--- src/rtl/fetch_byte_queue_pkg.sv ---
// Shared constants for the fetch prefetch byte queue.
// No logic here; sizes of the instruction window and memory word.
package fetch_byte_queue_pkg;

    localparam int          MAX_INSTR_BYTES  = 5;
    localparam int          WORD_BYTES       = 4;
    localparam logic [31:0] RESET_PC_DEFAULT = 32'h0000_0000;

endpackage

--- src/rtl/fetch_byte_ring.sv ---
// Byte ring: DEPTH x 8 storage, 0-4 byte push, 0-5 byte pop, 5-byte head window.
// Push/pop take effect on the next edge; window is combinational from registered state.
module fetch_byte_ring
    import fetch_byte_queue_pkg::*;
#(
    parameter  int DEPTH = 16,
    localparam int AW    = $clog2(DEPTH),
    localparam int CW    = AW + 1
) (
    input  logic          clk,
    input  logic          rst,
    input  logic          i_flush,
    input  logic [2:0]    i_push_cnt,
    input  logic [31:0]   i_push_dat,
    input  logic [2:0]    i_pop_cnt,
    output logic [CW-1:0] o_count,
    output logic [39:0]   o_window
);

    logic [7:0]    r_mem [DEPTH];
    logic [AW-1:0] r_head;
    logic [AW-1:0] r_tail;
    logic [CW-1:0] r_count;

    // Callers guarantee pop <= count and push <= free, so count never wraps.
    always_ff @(posedge clk) begin
        if (rst || i_flush) begin
            r_head  <= '0;
            r_tail  <= '0;
            r_count <= '0;
        end else begin
            r_head  <= r_head + AW'(i_pop_cnt);
            r_tail  <= r_tail + AW'(i_push_cnt);
            r_count <= r_count - CW'(i_pop_cnt) + CW'(i_push_cnt);
        end
    end

    always_ff @(posedge clk) begin
        for (int i = 0; i < WORD_BYTES; i++) begin
            if (!rst && !i_flush && (3'(i) < i_push_cnt)) begin
                r_mem[r_tail + AW'(i)] <= i_push_dat[8*i +: 8];
            end
        end
    end

    // Head byte lands in the top lane; lanes past the fill level read as zero.
    always_comb begin
        o_window = '0;
        for (int i = 0; i < MAX_INSTR_BYTES; i++) begin
            if (CW'(i) < r_count) begin
                o_window[8*(MAX_INSTR_BYTES-1-i) +: 8] = r_mem[r_head + AW'(i)];
            end
        end
    end

    assign o_count = r_count;

endmodule

--- src/rtl/fetch_byte_queue.sv ---
// Prefetch queue: one-outstanding word fetch into a byte ring, 5-byte window at fetch PC.
// Window is registered-state only; requests stall on halt, outstanding read or < 4 free bytes.
module fetch_byte_queue
    import fetch_byte_queue_pkg::*;
#(
    parameter int          DEPTH    = 16,
    parameter logic [31:0] RESET_PC = RESET_PC_DEFAULT
) (
    input  logic        clk,
    input  logic        rst,
    output logic        imem_req_valid,
    output logic [31:0] imem_req_addr,
    input  logic        imem_req_ready,
    input  logic        imem_resp_valid,
    input  logic [31:0] imem_resp_data,
    input  logic        redirect,
    input  logic [31:0] redirect_pc,
    input  logic        halt,
    input  logic        consume,
    input  logic [2:0]  consume_len,
    output logic        window_valid,
    output logic [39:0] window,
    output logic [31:0] window_pc,
    output logic [4:0]  byte_count,
    output logic        err_consume
);

    localparam int AW = $clog2(DEPTH);
    localparam int CW = AW + 1;

    logic          r_outstanding;
    logic          r_drop;
    logic          r_err;
    logic [1:0]    r_skip;
    logic [31:0]   r_window_pc;
    logic [31:0]   r_req_pc;

    logic [CW-1:0] w_count;
    logic [39:0]   w_window;
    logic          w_free_ok;
    logic          w_accept;
    logic          w_resp;
    logic          w_len_ok;
    logic          w_pop_ok;
    logic          w_push_en;
    logic [2:0]    w_push_cnt;
    logic [31:0]   w_push_dat;
    logic [2:0]    w_pop_cnt;

    assign w_free_ok      = (w_count <= CW'(DEPTH - WORD_BYTES));
    assign imem_req_valid = !rst && !halt && !r_outstanding && w_free_ok;
    assign imem_req_addr  = r_req_pc;
    assign w_accept       = imem_req_valid && imem_req_ready;
    assign w_resp         = imem_resp_valid && r_outstanding;

    assign window_valid   = (w_count >= CW'(MAX_INSTR_BYTES));
    assign w_len_ok       = (consume_len != 3'd0) && (consume_len <= 3'(MAX_INSTR_BYTES));
    assign w_pop_ok       = consume && !redirect && window_valid && w_len_ok;
    assign w_pop_cnt      = w_pop_ok ? consume_len : 3'd0;

    // Leading bytes below an unaligned redirect target are shifted out of the first word.
    assign w_push_en      = w_resp && !r_drop && !redirect;
    assign w_push_cnt     = w_push_en ? (3'd4 - {1'b0, r_skip}) : 3'd0;
    assign w_push_dat     = imem_resp_data >> {r_skip, 3'b000};

    always_ff @(posedge clk) begin
        if (rst) begin
            r_outstanding <= 1'b0;
            r_drop        <= 1'b0;
            r_err         <= 1'b0;
            r_skip        <= RESET_PC[1:0];
            r_window_pc   <= RESET_PC;
            r_req_pc      <= {RESET_PC[31:2], 2'b00};
        end else if (redirect) begin
            r_window_pc   <= redirect_pc;
            r_req_pc      <= {redirect_pc[31:2], 2'b00};
            r_skip        <= redirect_pc[1:0];
            // Any read still in flight (or issued this cycle) targets the old path.
            r_outstanding <= w_accept || (r_outstanding && !w_resp);
            r_drop        <= w_accept || (r_outstanding && !w_resp);
        end else begin
            if (w_accept) begin
                r_outstanding <= 1'b1;
                r_req_pc      <= r_req_pc + 32'd4;
            end else if (w_resp) begin
                r_outstanding <= 1'b0;
                if (r_drop) begin
                    r_drop <= 1'b0;
                end else begin
                    r_skip <= 2'b00;
                end
            end
            if (w_pop_ok) begin
                r_window_pc <= r_window_pc + 32'(consume_len);
            end
            if (consume && !w_pop_ok) begin
                r_err <= 1'b1;
            end
        end
    end

    fetch_byte_ring #(
        .DEPTH (DEPTH)
    ) u_ring (
        .clk        (clk),
        .rst        (rst),
        .i_flush    (redirect),
        .i_push_cnt (w_push_cnt),
        .i_push_dat (w_push_dat),
        .i_pop_cnt  (w_pop_cnt),
        .o_count    (w_count),
        .o_window   (w_window)
    );

    assign window      = w_window;
    assign window_pc   = r_window_pc;
    assign byte_count  = window_valid ? 5'd5 : 5'(w_count);
    assign err_consume = r_err;

endmodule

--- config.mk ---
export PLATFORM = sky130hd
export DESIGN_NAME = fetch_byte_queue
export DESIGN_NICKNAME = d
export VERILOG_FILES = /design/src/rtl/fetch_byte_queue_pkg.sv /design/src/rtl/fetch_byte_ring.sv /design/src/rtl/fetch_byte_queue.sv
export SDC_FILE = /design/constraint.sdc
export NUM_CORES = 1
export LEC_CHECK = 0
export ABC_AREA = 1
export CAP_MARGIN = 20
export CORE_UTILIZATION = 50
export DETAILED_ROUTE_END_ITERATION = 6
export HOLD_SLACK_MARGIN = 0.15
export PLACE_DENSITY = 0.82
export SYNTH_ARGS = -nofsm -noshare
export SYNTH_HDL_FRONTEND = slang
export SYNTH_SLANG_ARGS = --single-unit
--- constraint.sdc ---
create_clock -name clk -period 3.2 [get_ports clk]
set_input_delay 0.32 -clock clk [delete_from_list [all_inputs] [get_ports clk]]
set_output_delay 0.32 -clock clk [all_outputs]
set_load 0.01 [all_outputs]
; Word level (Yosys, flattened, before mapping)
; Memories as Yosys holds them, arrays and structs flattened. A register that Yosys moved wholly into a read port is not among the register bits.
; Index checks and enable logic that the tools add are counted.
[word_totals]
reg_bits = 82
latchBits = 0
mem_bits_rw = 128
mem_bits_ro = 0
inputBits = 74
out_inout_bits = 112
wordCells = 107
n_memories = 1
[mem_list]
columns = memory, depth, word_bits, read_ports, rd_clocked_by_memory_dff, write_ports, line_no
row1 = u_ring.r_mem, 16, 8, 5, 1, 4, fetch_byte_ring.sv:20  ; logic [7:0] r_mem [DEPTH];
[op_classes]
n_addsub = 14
n_mul = 0
n_div = 0
magnitude_cmp = 12
eq_ne = 2
n_shift = 1
muxes = 30
n_bitwise = 1
n_reduce_logical = 36
[op_table]
columns = op, count
row1 = 2-to-1 mux 32 bit, 4
row2 = 2-to-1 mux 8 bit, 5
row3 = adder 32 x 3 -> 32 bit, 1
row4 = "adder 32 x 3 -> 32 bit, second input constant", 1
row5 = right shift 32 x 5 -> 32 bit, 1
row6 = logical AND 1 bit, 18
row7 = "adder 4 x 2 -> 4 bit, second input constant", 4
row8 = 2-to-1 mux 1 bit, 13
row9 = "< comparator 1 x 5 -> 1 bit, first input constant", 2
row10 = "< comparator 2 x 5 -> 1 bit, first input constant", 2
row11 = "adder 4 x 1 -> 4 bit, second input constant", 2
row12 = adder 4 x 3 -> 4 bit, 2
row13 = 2-to-1 mux 2 bit, 4
row14 = zero test 1 bit, 7
row15 = "< comparator 1 x 3 -> 1 bit, first input constant", 2
row16 = "< comparator 2 x 3 -> 1 bit, first input constant", 2
row17 = 2-to-1 mux 3 bit, 2
row18 = nonzero test 2 bit, 3
row19 = nonzero test 3 bit, 2
row20 = adder 5 x 3 -> 5 bit, 1
row21 = "greater-or-equal comparator 5 x 3 -> 1 bit, second input constant", 1
row22 = "<= comparator 5 x 4 -> 1 bit, second input constant", 1
row23 = "< comparator 3 x 5 -> 1 bit, first input constant", 1
row24 = 2-to-1 mux 5 bit, 1
row25 = 11 further kinds, 14

; Depth between registers and ports, before layout
[depth]
word_depth = 8
ltp_mapped = 16
ltp_nobuf = 15

; Modules after synthesis
; Synthesis repeated with hierarchy kept, for this count alone.
[hier_totals]
cells_unflattened = 3439
hier_area_um2 = 20243.2
[by_module_without_submodules]
columns = mod, instances, cells_each, area_each_um2, seq_area_each_um2
row1 = fetch_byte_ring, 1, 2495, 14770.4, 4103.9
row2 = fetch_byte_queue, 1, 944, 5472.7, 1341.3

; Worst setup path after synthesis
; OpenSTA, ideal clock, no wires.
[synth_timing]
kind = reg2out
from = register u_ring.r_head[0]
to = output port window[24]
t_arrival_ps = 2541
t_required_ps = 2880
path_slack_ps = 339
path_stages_with_launch = 15
n_path_buf = 7
path_cell_list = dfxtp_1 -> buf_2 -> inv_1 -> buf_2 -> buf_2 -> buf_2 -> ha_1 -> clkbuf_1 -> inv_1 -> clkbuf_1 -> clkbuf_1 -> nor2_1 -> o21ai_1 -> nor2_1 -> nor2_1
[synth_via]
elab_chain_len = 3
[synth_lines]
columns = element, line_no
row1 = "start, declared", fetch_byte_ring.sv:21  ; logic [AW-1:0] r_head;
row2 = "start signal, assigned", fetch_byte_ring.sv:32  ; r_head <= r_head + AW'(i_pop_cnt);
row3 = adder 4 x 1 -> 4 bit, fetch_byte_ring.sv:51  ; o_window[8*(MAX_INSTR_BYTES-1-i) +: 8] = r_mem[r_head + AW'(i)];
row4 = memory (16 x 8 bit), --
row5 = 2-to-1 mux 8 bit, fetch_byte_ring.sv:50  ; if (CW'(i) < r_count) begin
row6 = "end, declared", fetch_byte_queue.sv:22  ; output logic [39:0] window,
; Every way passes these cells.

; Final worst setup path
[layout_timing]
from = register u_ring.r_head[0]
to = output port window[18]
[layout_via]
elab_chain_len = 3
[layout_lines]
columns = element, line_no
row1 = adder 4 x 2 -> 4 bit, fetch_byte_ring.sv:51
row2 = memory (16 x 8 bit), --
row3 = 2-to-1 mux 8 bit, fetch_byte_ring.sv:50
; Every way passes these cells.

==> results_dict.tcl <==
set metrics [dict create \
    status "finished, violations left" \
    synth_cell_types 53 \
    yosysTopAreaCell "nand2_1" \
    syn_inst 3415 \
    start_kind "register" \
    gp_congestion 1.089 \
    synth-seq-cells 208 \
    end_kind "output pin" \
    dpl-instance-area_um2 23240 \
    synth_edf_count 128 \
    tightestPinTransition_ns 1.118 \
    io_pins 186 \
    n_fill_cell 3778 \
    via_per_inst 6.026 \
    leakagePower_nw 11.18 \
    hold_class "in2reg" \
    min_period_ns 3.151 \
    finClkSkew_ns 0.02194 \
    finalSetupViolations 0 \
    ctsHtreeMaxLevel 1 \
    layout.nets 3711 \
    dp_hpwl_um 66160 \
    grt_pass1_vias 21460 \
    grt_pass1_wl_um 131000 \
    synthTopCellsByArea "nand2_1, edfxtp_1, nand3_1" \
    slew_violations 0 \
    syn_to_final_growth_pct 20.77 \
    async_flop_share_pct 0 \
    syn_area_per_cell_um2 5.941 \
    max_freq_ghz 0.3173 \
    via_count 25010 \
    critPathRequiredTime_ns 2.88 \
    ant_nets 0 \
    initial_core_util_pct 50.83 \
    synth_most_common_cell "nand2_1" \
    cts_tree "built" \
    worstPathCellList "buf_16, buf_12, or2_2, o21ai_0, o21ai_1, a211oi_2, nor2_1, clkdlybuf4s50_1" \
    yosys-top-cells-count "nand2_1, nand3_1, nor2_1" \
    finalCritPeriodShare_pct 98.48 \
    core_um2 39910 \
    numCtsBuffers 24 \
    root_buffer "clkbuf_16" \
    die_w_um 203.4 \
    gr-total-overflow 0 \
    yosysSeqAreaShare_pct 26.84 \
    synth_top_area_share_pct 21.72 \
    path_clk_slew_ns 0.06 \
    yosysWarnings 0 \
    rsz0062_at_grt "true" \
    die_h_um 203.4 \
    cp.arrival_ns 2.83 \
    drc_errors 53 \
    synthFlopType "edfxtp_1" \
    p_per_area_nw_per_um2 329.5 \
    vdd_drop_max_v 0.0004479 \
    io_buffers 183 \
    antenna_found_initial 0 \
    grtUsageTotal_pct 41.98 \
    worst-setup-path-type "reg2out" \
    utilization_pct 61.38 \
    max-slew-margin-rel_pct 25.04 \
    grt_max_degree 78 \
    failed_checks "design-rule violations" \
    synth_area_um2 20290 \
    clockBufferDepth 3 \
    final_layout_size_suffix_gt1_share_pct 9.959 \
    postRouteWirelength_um 90140 \
    path_max_fanout 39 \
    die_area_um2 41380 \
    drtIter0Drc 4183 \
    rows 73 \
    dr.pass1.iters 7 \
    wl_per_cell_um 21.71 \
    finalInstanceArea_um2 24500 \
    cp_slowest_cell "clkdlybuf4s50_1" \
    cpPeakStageDelay_ns 0.55 \
    clock-sinks 208 \
    hold_viol_final 0 \
    clk-insertion-delay-late_ns 0.57 \
    setup_tns_ns 0 \
    drv_cap 0 \
]
registers in the layout (all words and copies together), names as in the netlist:
signal and count:
imem_req_addr 30, r_drop 1, r_outstanding 1, u_ring.r_tail 4, u_ring.o_count 5, r_skip 2, window_pc 32, err_consume 1
u_ring.r_head 4, u_ring.r_mem 128
what timing repair did:
item,4_1_cts,5_1_grt
pin swaps,0,2
hold endpoints to repair,9,0
hold buffers,1,0
buffers inserted,0,6
endpoints found under the setup margin,36,38
resized for setup,19,59
gates cloned,0,5
routing by layer:
layer	track usage [%]	wire [µm]	vias up
met1	57.18	34980	11100
met3	13.22	13730	373
met2	58.29	35400	1937
met4	23.42	6038	0
met5	0	0	-
li1	-	-	11610
cell families (layout without fill, tap and decap cells):
logic type | after synthesis | in the layout | share of synthesized area (%)
mux | 27 | 27 | 1.332
other cells | 1 | 3 | 0.01848
fa+ha+maj | 30 | 30 | 2.072
simple gates | 2238 | 2238 | 48.18
flops | 208 | 208 | 26.84
compound gates | 418 | 418 | 11.16
xor+xnor | 18 | 18 | 0.8696
buf+inv | 475 | 684 | 9.529
placed cells by master (no fill, tap or decap), drive strengths merged, types with 7 or more instances in the layout:
| master | netlist | layout |
|---|---|---|
| nand2 | 1195 | 1195 |
| nand3 | 478 | 478 |
| nor2 | 392 | 392 |
| inv | 278 | 279 |
| o21ai | 224 | 224 |
| clkdlybuf4s50 | 0 | 178 |
| buf | 99 | 164 |
| edfxtp | 128 | 128 |
| a21oi | 125 | 125 |
| nand4 | 96 | 96 |
| dfxtp | 80 | 80 |
| or2 | 41 | 41 |
| clkbuf | 88 | 30 |
| mux2i | 27 | 27 |
| o211ai | 26 | 26 |
| ha | 24 | 24 |
| a31oi | 21 | 21 |
| nand3b | 17 | 17 |
| clkinv | 10 | 16 |
| xor2 | 12 | 12 |
| nor3 | 11 | 11 |
| o22ai | 7 | 7 |
through the flow:
step           hold slack, ns  power (mW)  setup WS (ns)  cells
2_1_floorplan          0.4794       3.947         0.3392   3416
3_3_place_gp           0.4508       4.834         0.1321   4093
3_5_place_dp           0.4751       4.847        0.06957   4094
4_1_cts                0.3796       7.951       -0.01148   4139
5_1_grt                0.4100       8.258       -0.01819   4150
6_report               0.3911       8.073        0.04857   4151
where the power goes:
part	leakage [nW]	internal [mW]	switching [mW]	total (mW)
registers	1.81	2.93	0.0863	3.01
clock network	0.423	1.88	1.28	3.16
logic	8.95	0.670	1.23	1.90
total	11.2	5.48	2.59	8.07
worst max-delay path: cells and delay by family, from the launching register on:
kind / cells / cell delay (ns)
buf+inv: 3 / 0.95
flops: 1 / 0.41
compound gates: 3 / 0.62
simple gates: 2 / 0.25
final cells by class:
type	instances	area (µm²)	area share [%]
clock inverters	19	287.8	1.175
inverters	288	1105	4.509
diodes	1	2.502	0.01021
flip-flops and latches	208	5451	22.25
clock buffers	25	604.3	2.467
well taps	525	656.9	2.681
multi-input cells	2733	12990	53.01
repair buffers	352	3406	13.90
worst paths after layout:
| check | startpoint | cells past startpoint | slack [ns] | to |
|---|---|---|---|---|
| max | u_ring.r_head[0]$_SDFF_PP0_ | 8 | 0.05 | window[18] |
| max reg2reg | u_ring.o_count[1]$_SDFF_PP0_ | 12 | 0.16 | u_ring.o_count[4]$_SDFF_PP0_ |
| min reg2reg | err_consume$_SDFFE_PP0P_ | 2 | 0.49 | err_consume$_SDFFE_PP0P_ |
| min | redirect_pc[0] | 3 | 0.39 | r_skip[0]$_SDFFE_PP0P_ |
Power figures use the tool's default switching activity.
